--- src/rtl/cpu_step_ctrl.sv ---
// cpu_step_ctrl
// -------------
// Run/step sequencer for the CPU core. It debounces the board step and run
// buttons and turns them into the core's `step` clock-enable. Four modes are
// supported: single step, burst of N steps, free run, and halt on a PC
// breakpoint.
//
// Optional feature macro: CPU_STEP_CNT_EN
//   defined   -> step_count counts every cycle with step=1 (wraps at 2^32)
//   undefined -> no counter is built and step_count is constant 0
//
// Ports
//   clk        in   system clock, rising edge
//   resetn     in   synchronous active-low reset
//   btn_step   in   raw step button (asynchronous, bouncy)
//   btn_run    in   raw run/stop toggle button (asynchronous, bouncy)
//   burst_len  in   steps per step press, 0 means a single step
//   bp_en      in   breakpoint enable
//   bp_pc      in   breakpoint address
//   core_pc    in   PC of the core's next instruction
//   step       out  clock enable to the core (combinational)
//   state      out  00 IDLE, 01 BURST, 10 RUN, 11 BP_HALT
//   bp_hit     out  registered, high while in BP_HALT
//   step_count out  step cycles issued since reset
//
// Handshake: there is no valid/ready pair here. `step` is a plain qualifier:
// the core advances exactly on the rising edges that see step=1, and core_pc
// only changes after such an edge.

module cpu_step_ctrl #(
  parameter int DB_TICKS = 1000000,
  parameter int DB_CNT_W = 20,
  parameter int BURST_W  = 8
) (
  input  logic               clk,
  input  logic               resetn,
  input  logic               btn_step,
  input  logic               btn_run,
  input  logic [BURST_W-1:0] burst_len,
  input  logic               bp_en,
  input  logic [31:0]        bp_pc,
  input  logic [31:0]        core_pc,
  output logic               step,
  output logic [1:0]         state,
  output logic               bp_hit,
  output logic [31:0]        step_count
);

  localparam logic [1:0] S_IDLE  = 2'b00;
  localparam logic [1:0] S_BURST = 2'b01;
  localparam logic [1:0] S_RUN   = 2'b10;
  localparam logic [1:0] S_HALT  = 2'b11;

  localparam logic [DB_CNT_W-1:0] DB_LAST = DB_CNT_W'(DB_TICKS - 1);

  // ---------------------------------------------------------------------------
  // Debounce, index 0 = step button, index 1 = run button
  // ---------------------------------------------------------------------------
  logic [1:0]               raw;
  logic [1:0]               sync1;
  logic [1:0]               sync2;
  logic [1:0]               db_level;
  logic [1:0]               press;
  logic [1:0][DB_CNT_W-1:0] db_cnt;

  assign raw = {btn_run, btn_step};

  // db_cnt measures how many consecutive cycles the synchronized input has
  // disagreed with the accepted level. Any cycle where they agree (a bounce
  // back) restarts the measurement, so a new level is accepted only after it
  // has held for DB_TICKS cycles. The press pulse is produced on the same edge
  // the level rises, so it lasts exactly one cycle.
  always_ff @(posedge clk) begin
    if (!resetn) begin
      sync1    <= '0;
      sync2    <= '0;
      db_level <= '0;
      press    <= '0;
      db_cnt   <= '0;
    end else begin
      sync1 <= raw;
      sync2 <= sync1;
      for (int i = 0; i < 2; i++) begin
        press[i] <= 1'b0;
        if (sync2[i] == db_level[i]) begin
          db_cnt[i] <= '0;
        end else if (db_cnt[i] == DB_LAST) begin
          db_level[i] <= sync2[i];
          db_cnt[i]   <= '0;
          press[i]    <= sync2[i];
        end else begin
          db_cnt[i] <= db_cnt[i] + DB_CNT_W'(1);
        end
      end
    end
  end

  logic step_press;
  logic run_press;

  assign step_press = press[0];
  assign run_press  = press[1];

  // ---------------------------------------------------------------------------
  // Sequencer
  // ---------------------------------------------------------------------------
  logic [1:0]         state_q;
  logic [1:0]         state_d;
  logic [BURST_W-1:0] burst_cnt;
  logic [BURST_W-1:0] burst_cnt_d;
  logic [BURST_W-1:0] burst_load;
  logic               bp_skip;
  logic               bp_skip_d;
  logic               bp_hit_q;
  logic               match;
  logic               step_int;

  // bp_skip masks the compare for the one step that moves the core off the
  // breakpoint instruction after resuming from BP_HALT.
  assign match = bp_en & (core_pc == bp_pc) & ~bp_skip;

  // A run press stops the core in the press cycle itself, so it also gates
  // step in BURST and RUN.
  assign step_int = ((state_q == S_RUN) | (state_q == S_BURST)) & ~match & ~run_press;

  assign burst_load = (burst_len == '0) ? BURST_W'(1) : burst_len;

  always_comb begin
    state_d     = state_q;
    burst_cnt_d = burst_cnt;
    bp_skip_d   = bp_skip & ~step_int;
    case (state_q)
      S_IDLE: begin
        if (run_press) begin
          state_d = S_RUN;
        end else if (step_press) begin
          state_d     = S_BURST;
          burst_cnt_d = burst_load;
        end
      end
      S_BURST: begin
        if (run_press) begin
          state_d     = S_IDLE;
          burst_cnt_d = '0;
        end else if (match) begin
          state_d     = S_HALT;
          burst_cnt_d = '0;
        end else begin
          // step_int is 1 on this path
          burst_cnt_d = burst_cnt - BURST_W'(1);
          if (burst_cnt == BURST_W'(1)) begin
            state_d = S_IDLE;
          end
        end
      end
      S_RUN: begin
        if (run_press) begin
          state_d = S_IDLE;
        end else if (match) begin
          state_d = S_HALT;
        end
      end
      S_HALT: begin
        if (run_press) begin
          state_d   = S_RUN;
          bp_skip_d = 1'b1;
        end else if (step_press) begin
          state_d     = S_BURST;
          burst_cnt_d = burst_load;
          bp_skip_d   = 1'b1;
        end
      end
      default: begin
        state_d     = S_IDLE;
        burst_cnt_d = '0;
      end
    endcase
  end

  always_ff @(posedge clk) begin
    if (!resetn) begin
      state_q   <= S_IDLE;
      burst_cnt <= '0;
      bp_skip   <= 1'b0;
      bp_hit_q  <= 1'b0;
    end else begin
      state_q   <= state_d;
      burst_cnt <= burst_cnt_d;
      bp_skip   <= bp_skip_d;
      bp_hit_q  <= (state_d == S_HALT);
    end
  end

  assign step   = step_int;
  assign state  = state_q;
  assign bp_hit = bp_hit_q;

  // ---------------------------------------------------------------------------
  // Step counter
  // ---------------------------------------------------------------------------
`ifdef CPU_STEP_CNT_EN
  logic [31:0] step_cnt_q;

  always_ff @(posedge clk) begin
    if (!resetn) begin
      step_cnt_q <= '0;
    end else if (step_int) begin
      step_cnt_q <= step_cnt_q + 32'd1;
    end
  end

  assign step_count = step_cnt_q;
`else
  assign step_count = 32'h0;
`endif

endmodule

--- config.mk ---
export PLATFORM = sky130hd
export DESIGN_NAME = cpu_step_ctrl
export DESIGN_NICKNAME = d
export VERILOG_FILES = /design/src/rtl/cpu_step_ctrl.sv
export SDC_FILE = /design/constraint.sdc
export NUM_CORES = 1
export LEC_CHECK = 0
export ABC_AREA = 0
export CORE_AREA = 2 2 79 118
export CTS_CLUSTER_SIZE = 12
export DETAILED_ROUTE_END_ITERATION = 12
export DIE_AREA = 0 0 81 120
export PLACE_DENSITY = 0.73
export RECOVER_POWER = 100
export SLEW_MARGIN = 20
export SYNTH_ARGS = -nofsm -noshare
export SYNTH_HDL_FRONTEND = slang
export SYNTH_SLANG_ARGS = --single-unit
--- constraint.sdc ---
create_clock -name clk -period 3.1 [get_ports clk]
set_clock_uncertainty 0.15 [all_clocks]
set_input_delay 0.775 -clock clk [delete_from_list [all_inputs] [get_ports clk]]
set_output_delay 0.775 -clock clk [all_outputs]
set_load 0.02 [all_outputs]
==> metrics.log <==
INFO  metric p_seq_share = 42.3%
INFO  metric grt_start_max_net_pins = 21
INFO  metric via_count_of_the_first_global_routing_pass = 2,938
INFO  metric tritoncts_clock_tree = built
INFO  metric critical_path_required = approximately 2.2 ns
INFO  metric number_of_enable_type_register_cells_in_the_synthesized_netlist = 0
INFO  metric period_needed = 3.03 ns
INFO  metric synth.cells.most_frequent = dfxtp_1, xor2_1, nor2_1
INFO  metric clk-insertion-delay-late = 0.32 ns
INFO  metric slowest_delay = around 0.47 ns
INFO  metric pre_cts_slack = -0.693 ns
INFO  metric grt_remaining_overflow = 0
INFO  metric ctsRootBufferMaster = clkbuf_16
INFO  metric portBuffers = 80
INFO  metric h-tree-depth = 3
INFO  metric leakagePower = 1.82 nW
INFO  metric hold_path_class = flop to flop
INFO  metric timing.critical_path.max_delay_family = simple AND/OR/NAND/NOR gates
INFO  metric num_antenna_cells = 0
INFO  metric dr.pass1.iters = 4
INFO  metric maximum_fanout_along_the_worst_path = 2
INFO  metric vias_per_cell = between 4 and 5
INFO  metric min_to = sync2[1]
INFO  metric worst_ep_arrival_time = 2.10 ns
INFO  metric synth_seq_cells = 60
INFO  metric register_area = 1200 µm²
INFO  metric headroom_to_the_max_slew_limit = a little over half
INFO  metric commonest_register_cell_after_synthesis = dfxtp_1
INFO  metric reg2reg_to = burst_cnt[7]
INFO  metric final_hold_violation_count = 0
INFO  metric floorplan.core_area = 8720 µm²
INFO  metric drtIter0Drc = 111
INFO  metric syn_avg_cell_area = 8.49 µm²
INFO  metric outcome = finished, final reports clean
INFO  metric routed-via-count = 2,980
INFO  metric routabilityCongestion = 0.865
INFO  metric worst_hold_startpoint = sync1[1]
INFO  metric detail_route.wl_per_cell = ~13 µm
INFO  metric intPower = between 1 and 1.5 mW
INFO  metric critPathCaptureType = output pin
INFO  metric worst_r2r_path_depth = 6
INFO  metric multi_input_comb_area = 2060 µm²
INFO  metric gr-usage-all-layers = 16.6%
INFO  metric vdd.ir_drop.worst = 0.342 mV
INFO  metric ctsHoldBuffers = 0
INFO  metric drive_above_1_share = 10.8%
INFO  metric top_cell_type_by_total_area_after_synthesis = dfxtp_1
INFO  metric grt_antenna_before_repair = 0
INFO  metric max_clock_freq = about 0.33 GHz
INFO  metric async_flop_share = 0%
INFO  metric finalSetupTns = 0 ns
INFO  metric max_cap_viol_count = 0
INFO  metric startpoint_of_the_most_critical_register_to_register_path = state[1]
INFO  metric die_h = ~120 µm
INFO  metric top_count_cell_post_synth = dfxtp_1
INFO  metric synthesis.yosys.warnings = 0
INFO  metric die_area = 9720 µm²
INFO  metric crit_path_start_kind = primary input
INFO  metric grt_pass1_wl = 12.7 mm
INFO  metric period_share = 97.7%
INFO  metric placementRows = 42
INFO  metric power.switching = between 400 and 500 µW
INFO  metric filler_cell_count = 836
INFO  metric antenna_violation_net_count_after_detailed_routing = 0
INFO  metric yosys-top-cells-area = dfxtp_1, xor2_1, buf_4
INFO  metric drt_drc_violations_left = 0
INFO  metric rsz0062_at_grt = no
INFO  metric yosys.area.top_type_share = 35.3%
INFO  metric slowest_stage = clkdlybuf4s50_1
INFO  metric power_density_relative_to_cell_area = 412 nW/µm²
INFO  metric setup_viol = 0
INFO  metric num-nets-final = 573
INFO  metric starting_utilization_of_the_core_area = approximately two fifths
INFO  metric setup.reg_to_reg.worst_slack = 0.93 ns
INFO  metric cts-root-to-sink-buffers = 2
INFO  metric power.share.clock = about 48%
INFO  metric finalMaxSlewViolations = 0
INFO  metric timing.hold.worst_path_depth = 1
INFO  metric synth_sequential_area_ratio = 35.3%
INFO  metric combinationalPowerShare = 9.7%
INFO  metric drt_wl_total = 7.75 mm
INFO  metric cts_made_buffers = 9
INFO  metric flow.area_growth_from_synthesis = 31.5%
INFO  metric path_buf_inv = 2
INFO  metric critical_path_cell_by_cell = clkdlybuf4s50_1, xnor2_1, nand4_1, nor4_4, nor2_4, buf_6
INFO  metric netlist_area_pre_place = 3400 µm²
INFO  metric dpl.hpwl = 6.00 mm
INFO  metric worst-setup-path-type = primary input to output pin
INFO  metric syn_inst = about 400
INFO  metric fin_ws = around 0.07 ns
INFO  metric synthDistinctLibCells = 53
INFO  metric clkSinkCount = 60
INFO  metric net_switching_fraction_of_the_power = around 22%
INFO  metric cts.clk_slew.worst_paths = 0.05 ns
INFO  metric top_ports = between 100 and 150
INFO  metric worstMarginPinSlew = between 0.7 and 0.8 ns
INFO  metric die_w = 81 µm
-- timing repair --
action                                  CTS  global route
pin swaps                                32            24
resized for setup                        96            40
endpoints found under the setup margin    1             1
setup buffers                             2             0
hold endpoints to repair                  0             0
-- power groups by stage --
stage,logic (mW),registers (mW),clock network (mW)
after floorplan,0.108,0.793,0
after global placement,0.193,0.793,0
after detailed placement,0.196,0.793,0
after CTS,0.184,0.778,0.913
after global routing,0.195,0.777,0.945
final,0.180,0.778,0.884
-- stage by stage --
| step | instances | utilization (%) | instance area [µm²] | total power [mW] | hold WS, ns |
|---|---|---|---|---|---|
| 2_1_floorplan | 432 | - | 3520 | 0.901 | 0.262 |
| 4_1_cts | 603 | 51.8 | 4520 | 1.87 | 0.284 |
| 3_5_place_dp | 586 | 48.4 | 4220 | 0.989 | 0.273 |
| 5_1_grt | 603 | 51.3 | 4480 | 1.92 | 0.295 |
| 3_3_place_gp | 586 | 48.4 | 4220 | 0.987 | 0.264 |
| 6_report | 603 | 51.3 | 4480 | 1.84 | 0.283 |
-- worst max-delay path by stage --
stage                     from    to  slack (ns)  cells after the start
floorplan           core_pc[0]  step        0.32                      5
global placement     bp_pc[24]  step       -0.66                      7
detailed placement   bp_pc[24]  step       -0.69                      7
CTS                  bp_pc[30]  step       0.005                      7
global route         bp_pc[12]  step       0.006                      7
finish               bp_pc[18]  step        0.07                      6
-- sequential cells by signal, indices dropped and copies added (netlist names), 2 cells and up --
register   flops
db_cnt        40
state          2
db_level       2
sync2          2
sync1          2
burst_cnt      8
press          2
-- logic make-up after synthesis --
logic type / count (synthesis) / share of synthesized area (%)
flops: 60 / 35.3
mux: 2 / 0.588
fa+ha+maj: 7 / 2.57
xor+xnor: 65 / 16.7
other cells: 1 / 0.110
buf+inv: 56 / 9.89
compound gates: 47 / 9.08
simple gates: 163 / 25.7
-- layout by cell type (no fill, tap or decap), types with 3 or more instances in the layout --
master           Yosys  layout
nor4b_1              4       4
nor3_1               7       7
buf_4               32       4
o21ai_0              8       8
nand2b_1             4       4
a31oi_1              4       4
nand3_1             23      22
xor2_1              52      48
nor2b_1              3       3
a31o_1               3       3
nor4_2               0       3
nor2_1              44      44
clkdlybuf4s50_1      0      11
and4_1               5       6
xnor2_1             13      12
nor4_1               9       5
clkbuf_16            0       9
dlygate4sd3_1        0       4
or3_1                8       8
nand2_1             25      25
inv_1               13      13
conb_1               1      32
nand4_1              6       6
buf_2                5       3
dfxtp_1             60      60
a21oi_1             14      14
ha_1                 7       7
dlygate4sd2_1        0      25
clkbuf_1             6       5
dlymetal6s2s_1       0       5
clkdlybuf4s15_1      0      16
clkbuf_2             0      14
xor2_2               0       4
and3_1               8       8
-- routing by layer --
layer	wire [µm]	share of wire (%)	vias to the layer above	global-route usage (%)
li1	-	-	1494	-
met4	103	1.3	0	5.93
met2	3950	51	116	29.7
met5	0	0	-	0
met3	960	12	11	7.67
met1	2740	35	1359	16.4
-- cell type report --
type,count,area share [%]
Multi-Input combinational cell,316,46.1
Clock buffer,13,5.81
Clock inverter,2,0.224
Inverter,13,1.09
Timing Repair Buffer,89,16.9
Sequential cell,60,26.8
Tap cell,110,3.07
Power figures use the tool's default switching activity.
